### src/rtl/uart_frame_queue_if.sv
// Push and transmit handshake bundle for uart_frame_queue.
//   master : the surrounding system (word source plus UART TX shifter)
//   slave  : the frame queue itself
// Signals:
//   in_data/in_valid/in_ready   word push, valid/ready
//   tx_start/uart_packet        frame offered to the shifter, held until tx_done
//   tx_done                     one-cycle pulse from the shifter, frame finished
interface uart_frame_queue_if #(
    parameter int unsigned DATA_W  = 8,
    parameter int unsigned FRAME_W = 11
);
    logic [DATA_W-1:0]  in_data;
    logic               in_valid;
    logic               in_ready;
    logic               tx_start;
    logic               tx_done;
    logic [FRAME_W-1:0] uart_packet;

    modport master (
        output in_data, in_valid, tx_done,
        input  in_ready, tx_start, uart_packet
    );

    modport slave (
        input  in_data, in_valid, tx_done,
        output in_ready, tx_start, uart_packet
    );
endinterface

### src/rtl/uart_frame_queue.sv
// UART frame queue: buffers pushed data words in a DEPTH-entry FIFO, frames each word as
// start + data (LSB first) + optional parity + stop bits, and hands frames one at a time to
// the TX shifter via a tx_start/tx_done handshake.
// Ports:
//   clk, rst_n     clock, asynchronous active-low reset
//   bus (slave)    in_data/in_valid/in_ready push; tx_start/uart_packet/tx_done to the shifter
//   parity_odd     0 even / 1 odd parity, sampled when a frame is loaded
//   clr_overflow   synchronous clear of the sticky overflow flag
//   fifo_level     words queued, not counting the frame in flight
//   overflow       sticky: a push was attempted while full
//   frames_sent    wrapping count of completed frames
module uart_frame_queue #(
    parameter int unsigned DATA_W    = 8,
    parameter int unsigned PARITY_EN = 1,
    parameter int unsigned STOP_BITS = 1,
    parameter int unsigned DEPTH     = 4,
    parameter int unsigned CNT_W     = 16,
    localparam int unsigned FRAME_W  = 1 + DATA_W + PARITY_EN + STOP_BITS,
    localparam int unsigned AW       = $clog2(DEPTH)
) (
    input  logic                 clk,
    input  logic                 rst_n,
    uart_frame_queue_if.slave    bus,
    input  logic                 parity_odd,
    input  logic                 clr_overflow,
    output logic [AW:0]          fifo_level,
    output logic                 overflow,
    output logic [CNT_W-1:0]     frames_sent
);

    typedef enum logic {StIdle, StSend} state_e;

    state_e             stateQ, stateD;
    logic [DATA_W-1:0]  mem [DEPTH];
    logic [AW-1:0]      wrPtrQ, rdPtrQ;
    logic [AW:0]        countQ;
    logic [FRAME_W-1:0] packetQ, frameD;
    logic               overflowQ;
    logic [CNT_W-1:0]   framesQ;

    logic full, empty, push, pop, loadFrame, frameDone;

    assign full  = (countQ == (AW+1)'(DEPTH));
    assign empty = (countQ == '0);
    // A pop in the same cycle does not free a slot for a push into a full FIFO.
    assign push  = bus.in_valid && !full;
    assign pop   = loadFrame;

    // ---------------- FSM: state register ----------------
    always_ff @(posedge clk or negedge rst_n) begin
        if (!rst_n) stateQ <= StIdle;
        else        stateQ <= stateD;
    end

    // ---------------- FSM: next state ----------------
    always_comb begin
        stateD = stateQ;
        unique case (stateQ)
            StIdle: if (!empty)     stateD = StSend;
            StSend: if (bus.tx_done) stateD = StIdle;
            default:                stateD = StIdle;
        endcase
    end

    // ---------------- FSM: outputs ----------------
    // tx_start is decoded from the state register so an async reset drops it immediately.
    always_comb begin
        bus.tx_start = (stateQ == StSend);
        loadFrame    = (stateQ == StIdle) && !empty;
        frameDone    = (stateQ == StSend) && bus.tx_done;
    end

    // ---------------- Frame builder ----------------
    always_comb begin
        frameD              = '1;
        frameD[0]           = 1'b0;
        frameD[DATA_W:1]    = mem[rdPtrQ];
        if (PARITY_EN != 0) frameD[DATA_W+1] = (^mem[rdPtrQ]) ^ parity_odd;
    end

    // ---------------- FIFO ----------------
    always_ff @(posedge clk) begin
        if (push) mem[wrPtrQ] <= bus.in_data;
    end

    always_ff @(posedge clk or negedge rst_n) begin
        if (!rst_n) begin
            wrPtrQ <= '0;
            rdPtrQ <= '0;
            countQ <= '0;
        end else begin
            if (push) wrPtrQ <= wrPtrQ + 1'b1;
            if (pop)  rdPtrQ <= rdPtrQ + 1'b1;
            if (push && !pop)      countQ <= countQ + 1'b1;
            else if (!push && pop) countQ <= countQ - 1'b1;
        end
    end

    // ---------------- Packet, overflow, counter ----------------
    always_ff @(posedge clk or negedge rst_n) begin
        if (!rst_n) begin
            packetQ   <= '1;
            overflowQ <= 1'b0;
            framesQ   <= '0;
        end else begin
            if (loadFrame) packetQ <= frameD;
            // Set wins over clear when both happen in one cycle.
            if (bus.in_valid && full) overflowQ <= 1'b1;
            else if (clr_overflow)    overflowQ <= 1'b0;
            if (frameDone) framesQ <= framesQ + 1'b1;
        end
    end

    assign bus.in_ready    = !full;
    assign bus.uart_packet = packetQ;
    assign fifo_level      = countQ;
    assign overflow        = overflowQ;
    assign frames_sent     = framesQ;

endmodule

### src/flat_wrapper.sv
// flat-port wrapper written by rule: the top's interface ports become plain ports
module uart_frame_queue_flat 
#(
    parameter int unsigned DATA_W    = 8,
    parameter int unsigned PARITY_EN = 1,
    parameter int unsigned STOP_BITS = 1,
    parameter int unsigned DEPTH     = 4,
    parameter int unsigned CNT_W     = 16,
    localparam int unsigned FRAME_W  = 1 + DATA_W + PARITY_EN + STOP_BITS,
    localparam int unsigned AW       = $clog2(DEPTH)
)
  (clk, rst_n, parity_odd, clr_overflow, fifo_level, overflow, frames_sent, bus_in_data, bus_in_valid, bus_tx_done, bus_in_ready, bus_tx_start, bus_uart_packet);
  uart_frame_queue_if #(.DATA_W(DATA_W), .FRAME_W((11))) bus_i ();
  input  logic clk;
  input  logic rst_n;
  input  logic parity_odd;
  input  logic clr_overflow;
  output logic [AW:0] fifo_level;
  output logic overflow;
  output logic [CNT_W-1:0] frames_sent;
  input wire logic [$bits(bus_i.in_data)-1:0] bus_in_data;
  input wire logic [$bits(bus_i.in_valid)-1:0] bus_in_valid;
  input wire logic [$bits(bus_i.tx_done)-1:0] bus_tx_done;
  output wire logic [$bits(bus_i.in_ready)-1:0] bus_in_ready;
  output wire logic [$bits(bus_i.tx_start)-1:0] bus_tx_start;
  output wire logic [$bits(bus_i.uart_packet)-1:0] bus_uart_packet;
  assign bus_i.in_data = bus_in_data;
  assign bus_i.in_valid = bus_in_valid;
  assign bus_i.tx_done = bus_tx_done;
  assign bus_in_ready = bus_i.in_ready;
  assign bus_tx_start = bus_i.tx_start;
  assign bus_uart_packet = bus_i.uart_packet;
  uart_frame_queue #(.DATA_W(DATA_W), .PARITY_EN(PARITY_EN), .STOP_BITS(STOP_BITS), .DEPTH(DEPTH), .CNT_W(CNT_W)) u_core (.clk(clk), .rst_n(rst_n), .bus(bus_i), .parity_odd(parity_odd), .clr_overflow(clr_overflow), .fifo_level(fifo_level), .overflow(overflow), .frames_sent(frames_sent));
endmodule
### config.mk
export PLATFORM = sky130hd
export DESIGN_NAME = uart_frame_queue_flat
export DESIGN_NICKNAME = d
export VERILOG_FILES = /design/src/rtl/uart_frame_queue_if.sv /design/src/rtl/uart_frame_queue.sv /design/src/flat_wrapper.sv
export SDC_FILE = /design/constraint.sdc
export NUM_CORES = 1
export LEC_CHECK = 0
export CORE_MARGIN = 2
export CORE_UTILIZATION = 45
export DETAILED_ROUTE_END_ITERATION = 10
export GPL_TIMING_DRIVEN = 1
export PLACE_DENSITY = 0.66
export SLEW_MARGIN = 0
export SYNTH_ARGS = -nofsm -noshare
export SYNTH_HDL_FRONTEND = slang
export SYNTH_SLANG_ARGS = --single-unit
### constraint.sdc
create_clock -name clk -period 6.3 [get_ports clk]
set_input_delay 1.89 -clock clk [delete_from_list [all_inputs] [get_ports clk]]
set_output_delay 1.89 -clock clk [all_outputs]
set_load 0.02 [all_outputs]
==> results of run 1 <==
[cells in the final DEF (no fill, tap or decap), drive strengths merged]
cell type / instances
clkdlybuf4s50: 45
edfxtp: 32
dfrtp: 25
xnor2: 19
nand2: 12
mux2: 10
dfstp: 10
nand3: 9
clkbuf: 9
xor2: 8
mux4: 8
nor2: 6
and3: 6
ha: 6
inv: 6
clkinv: 3
o21ai: 3
nor3: 2
nor2b: 2
bufinv: 2
and2: 1
mux2i: 1
and4: 1
nand2b: 1
xnor3: 1
fa: 1
conb: 1
clkinvlp: 1
buf: 1
[kinds of logic after synthesis]
family / count (synthesis) / share of synthesized area
buffers and inverters: 9 / 0.0166
flip-flops: 67 / 0.663
XOR/XNOR: 28 / 0.0956
multiplexers: 19 / 0.114
adder cells (fa/ha/maj): 7 / 0.0341
other: 1 / 0.00135
AO/OA/AOI/OAI: 3 / 0.00538
AND/OR/NAND/NOR: 40 / 0.0696
[flip-flops by register name, summed over array words and instances, names as in the netlist]
| signal | cells |
|---|---|
| u_core.bus.tx_start | 1 |
| u_core.bus.uart_packet | 10 |
| u_core.fifo_level | 3 |
| u_core.frames_sent | 16 |
| u_core.mem | 32 |
| u_core.overflow | 1 |
| u_core.rdPtrQ | 2 |
| u_core.wrPtrQ | 2 |
[layer usage]
layer / part of all wire / up-vias / global-route usage
met5: 0 / - / 0
met4: 0.021 / 0 / 0.0885
met3: 0.047 / 10 / 0.0598
met2: 0.52 / 39 / 0.287
met1: 0.41 / 786 / 0.200
li1: - / 722 / -
[stage by stage]
| stage | hold WS (ps) | cells | instance area, um2 | worst slack (ps) |
|---|---|---|---|---|
| 3_3_place_gp | 461 | 291 | 3310 | 2550 |
| 4_1_cts | 469 | 307 | 3530 | 2710 |
| 6_report | 468 | 307 | 3530 | 2730 |
| 2_1_floorplan | 495 | 174 | 2790 | 3140 |
| 3_5_place_dp | 458 | 291 | 3310 | 2350 |
| 5_1_grt | 482 | 307 | 3530 | 2610 |
[where the power goes]
group | total, mW | switching [mW] | leakage, nW | internal, mW
sequential | 0.709 | 0.103 | 0.718 | 0.605
combinational | 0.670 | 0.311 | 0.549 | 0.359
clock | 0.384 | 0.162 | 0.109 | 0.222
[tightest hold or removal path, delay by kind of cell (launching register included)]
family          cells  cell delay (ps)
simple gates        1               40
compound gates      1               50
flops               1              370
[synth_stat cells, types with 2 or more instances]
| cell | count |
|---|---|
| mux4_2 | 4 |
| nor2_1 | 6 |
| edfxtp_1 | 32 |
| mux2_2 | 10 |
| dfrtp_1 | 25 |
| xor2_1 | 8 |
| xnor2_1 | 18 |
| and3_1 | 6 |
| o21ai_0 | 2 |
| nor2b_1 | 2 |
| mux4_1 | 4 |
| dfstp_2 | 10 |
| nor3_1 | 2 |
| nand3_1 | 9 |
| ha_1 | 6 |
| inv_1 | 5 |
| nand2_1 | 12 |
[final cells by class]
| type | count | area [um2] |
|---|---|---|
| clock buffer | 9 | 124 |
| tap | 75 | 93.8 |
| sequential | 67 | 1850 |
| timing repair buffer | 46 | 458 |
| multi-input combinational | 98 | 892 |
| clock inverter | 7 | 91.3 |
| fill | 488 | 2430 |
| inverter | 5 | 18.8 |
[how the worst max path moves through the flow]
stage                                 to  cells after the start
floorplan           u_core.fifo_level[2]                      7
global placement    u_core.fifo_level[2]                      8
detailed placement  u_core.fifo_level[2]                      8
CTS                         bus_in_ready                      3
global route        u_core.fifo_level[2]                      8
finish              u_core.fifo_level[2]                      8
==> flow_summary_export.csv, run 1 <==
group,metric,value,unit
critical_path,rrSetupSlack,3610,ps
clock_network,clkTransAtPathRegs,70,ps
logic_synthesis,synth_fp_nets,195,
logic_synthesis,syn_area,0.00279,mm2
critical_path,crit_arrival,3830,ps
finish,area_growth,26.5,%
critical_path,start_kind,"input pin",
timing,fmax,0.280,GHz
finish,nNetsFinal,248,
logic_synthesis,yosysUniqueCellTypes,30,
critical_path,crit_chain,"clkdlybuf4s50_1 > and2_0 > ha_1 > inv_1 > fa_1 > xor2_1 > nor2_1 > xor2_1",
critical_path,startpoint,"bus_in_valid",
finish,fin_util,0.592,
placement,io_buffers,45,
timing,post-route-period-util,0.567,
clock_network,post_cts_resized,0,
route,wl_per_cell,16.3,um
flow_run,maxCapViolations,0,
critical_path,critPathMostFrequentCell,"xor2_1",
clock_network,ctsHoldBuffers,0,
timing,fin_crit,3570,ps
power_and_ir_drop,power,1.76,mW
timing,tightestPinTransition,1040,ps
clock_network,cts_tree,"built",
clock_network,numCtsBuffers,9,
worst_hold_path,whs_endpoint,"u_core.bus.uart_packet[9]",
logic_synthesis,synthCells,174,
power_and_ir_drop,p_leak,1.38,nW
timing,final-setup-viol-count,0,
global_route,grt_max_degree,36,
worst_hold_path,worstHoldPathType,"register to register",
worst_hold_path,hold_depth,2,
critical_path,end_kind,"register",
logic_synthesis,synthTopCellsByArea,"edfxtp_1 34%, dfrtp_1 22%, dfstp_2 9.4%",
route,drt_iter0_drc,122,
critical_path,reg2reg_depth,7,
global_route,antenna_found_initial,0,
logic_synthesis,synth_top_area_cell,"edfxtp_1",
die,core,0.00596,mm2
critical_path,max_stage_delay,550,ps
logic_synthesis,ys_seq_area_frac,0.663,
critical_path,reg2reg_to,"u_core.fifo_level[1]",
critical_path,slowest_stage,"clkdlybuf4s50_1",
clock_network,clk_path_buf_depth,2,
clock_network,clock_latency,340,ps
die,dieArea,0.00684,mm2
clock_network,cts_root_buffer,"clkbuf_8",
route,ant_nets,0,
route,wl,4.99,mm
route,drc,0,
finish,n_antenna_cell,0,
clock_network,cts_sinks,67,
finish,drive_above_1_share,0.181,
die,fp.dieH,82.7,um
logic_synthesis,synth_edf_count,32,
timing,slew_headroom,0.306,
timing,rsz0062_at_grt,"no",
die,io_pins,47,
critical_path,regToRegStartpoint,"u_core.fifo_level[0]",
critical_path,cp.required,6560,ps
logic_synthesis,synth_top_area_share,0.345,
critical_path,crit_buf_inv,2,
power_and_ir_drop,power.density,500,mW/mm2
die,die-width,82.7,um
global_route,grt_pass1_vias,1720,
global_route,grt_use_total,0.174,
critical_path,crit_type,"input pin to register",
route,vias,1557,
timing,skew,6.58,ps
timing,maxSlewViolCount,0,
power_and_ir_drop,max-vdd-ir-drop,0.000273,V
placement,gp_congestion,0.766,
logic_synthesis,avgSynthCellArea,16.0,um2
die,rows,28,
global_route,grt_pass1_wl,8.22,mm
die,initial_core_util,0.468,
worst_hold_path,min-delay-start,"u_core.bus.uart_packet[9]",
clock_network,cts_setup_buffers,0,
logic_synthesis,async_flop_share,0.522,
clock_network,htreeDepth,3,
critical_path,worstPathMaxFanout,6,
timing,tns,0,ps
logic_synthesis,ys_ff_latch,67,
placement,dp_hpwl,3.45,mm
logic_synthesis,synth-main-ff-cell,"edfxtp_1",
timing,hold_violations,0,
global_route,grt-ovfl-total,0,
status,status,"finished clean",
logic_synthesis,yosysWarnings,0,
route,avgViaCountPerCell,5.07,
critical_path,cp_top_family,"buffers and inverters",
route,dr.pass1.iters,4,
(Power assumes the default switching activity.)
==> run 2: changes to the inputs <==
Clock period 6.3 ns to 3.5 ns, I/O delays scaled along.
==> run 2 against run 1 <==
Worst setup slack worse by 2000 ps. Final area hardly changed. Global-route usage is 1.5 points lower. Critical path type is now register to output port. Largest cell class unchanged. Largest power group unchanged.
==> flow_summary_export.csv, run 2 (synthesized netlist as in run 1, its figures left out) <==
group,metric,value,unit
status,status,"finished clean",
finish,fin_util,0.592,
timing,fmax,0.365,GHz
placement,placedCellCount,291,
timing,tightestPinTransition,981,ps
clock_network,clk_path_buf_depth,2,
timing,skew,7.42,ps
die,initial_core_util,0.468,
die,io_pins,47,
clock_network,cts_sinks,67,
clock_network,clock_latency,330,ps
finish,stdcell_count,307,
timing,final-setup-viol-count,0,
placement,dp_hpwl,3.35,mm
worst_hold_path,worstHoldPathType,"register to register",
clock_network,htreeDepth,3,
clock_network,clkTransAtPathRegs,70,ps
die,fp.dieH,82.7,um
timing,fin_crit,2740,ps
route,drt_iter0_drc,66,
clock_network,ctsHoldBuffers,0,
clock_network,cts_root_buffer,"clkbuf_8",
timing,slew_headroom,0.343,
route,vias,1516,
finish,final_common_cell,"clkdlybuf4s50_1",
route,dr.pass1.iters,4,
finish,n_antenna_cell,0,
timing,rsz0062_at_grt,"no",
power_and_ir_drop,power,3.14,mW
placement,io_buffers,45,
route,wl_per_cell,15.4,um
critical_path,crit_type,"register to output port",
finish,layout_common_cells,"45 x clkdlybuf4s50_1, 32 x edfxtp_1, 25 x dfrtp_1, 18 x xnor2_1, 13 x clkbuf_8",
finish,stdcell_area,0.00353,mm2
die,dieArea,0.00684,mm2
clock_network,numCtsBuffers,9,
critical_path,end_kind,"output port",
power_and_ir_drop,power.density,890,mW/mm2
die,die-width,82.7,um
critical_path,crit_arrival,1690,ps
die,rows,28,
flow_run,maxCapViolations,0,
critical_path,worstPathMaxFanout,6,
global_route,antenna_found_initial,0,
route,avgViaCountPerCell,4.94,
finish,nNetsFinal,248,
global_route,grt_max_degree,36,
finish,area_growth,26.6,%
clock_network,cts_tree,"built",
route,drc,0,
clock_network,post_cts_resized,0,
die,core,0.00596,mm2
placement,postPlaceCellArea,0.00331,mm2
global_route,grt_use_total,0.159,
critical_path,cp.required,2450,ps
global_route,grt_pass1_wl,7.74,mm
clock_network,cts_setup_buffers,0,
finish,drive_above_1_share,0.172,
timing,tns,0,ps
finish,top_register,"u_core.mem",
global_route,grt_pass1_vias,1636,
timing,post-route-period-util,0.783,
route,wl,4.74,mm
power_and_ir_drop,max-vdd-ir-drop,0.000498,V
timing,maxSlewViolCount,0,
placement,gp_congestion,0.752,
finish,largest_reg_flops,32,
power_and_ir_drop,p_leak,1.38,nW
global_route,grt-ovfl-total,0,
timing,hold_violations,0,
route,ant_nets,0,
critical_path,start_kind,"register",
run 2: cell count changes in the layout (fill, tap and decap cells not counted):
cell | before | now
clkbuf_8 | 9 | 13
clkinv_2 | 3 | 0
clkbuf_1 | 0 | 2
bufinv_16 | 2 | 1
clkinvlp_4 | 1 | 0
inv_6 | 1 | 0
run 2: cell type report:
cell class,count,area [um2]
Timing Repair Buffer,46,458
Clock buffer,15,186
Inverter,5,18.8
Multi-Input combinational cell,98,892
Fill cell,457,2430
Tap cell,75,93.8
Clock inverter,1,30.0
Sequential cell,67,1850
run 2: worst paths after layout:
| check | startpoint | cells past startpoint | endpoint | slack, ps |
|---|---|---|---|---|
| hold reg to reg | u_core.bus.uart_packet[0] | 1 | u_core.bus.uart_packet[0] | 480 |
| hold / removal | u_core.bus.uart_packet[0] | 1 | u_core.bus.uart_packet[0] | 480 |
| setup reg to reg | u_core.fifo_level[0] | 7 | u_core.fifo_level[1] | 840 |
| max in group asynchronous | rst_n | 2 | u_core.bus.uart_packet[5] | 2020 |
| min in group asynchronous | rst_n | 2 | u_core.frames_sent[14] | 1130 |
| setup / recovery | u_core.fifo_level[0] | 3 | bus_in_ready | 760 |
run 2: through the flow:
stage,hold slack [ps],setup WS [ps]
6_report,483,759
5_1_grt,491,632
4_1_cts,484,746
3_5_place_dp,475,466
3_3_place_gp,460,593
2_1_floorplan,495,1180
run 2: routing by layer:
metal,routed length [um],track usage,vias up
met1,2020,0.189,744
met5,0,0,-
li1,-,-,724
met4,110,0.0836,0
met3,200,0.0402,10
met2,2400,0.267,38
run 2: power breakdown:
part,switching [mW],total (mW),leakage (nW),internal (mW)
Clock,0.263,0.671,0.110,0.408
Combinational,0.553,1.20,0.549,0.646
Sequential,0.181,1.27,0.718,1.09
Total,0.997,3.14,1.38,2.14
run 2: critical path: stages (launching register included):
cell,delay [ps]
dfrtp_1,460
nor2_1,90
nand2_1,170
clkdlybuf4s50_1,630
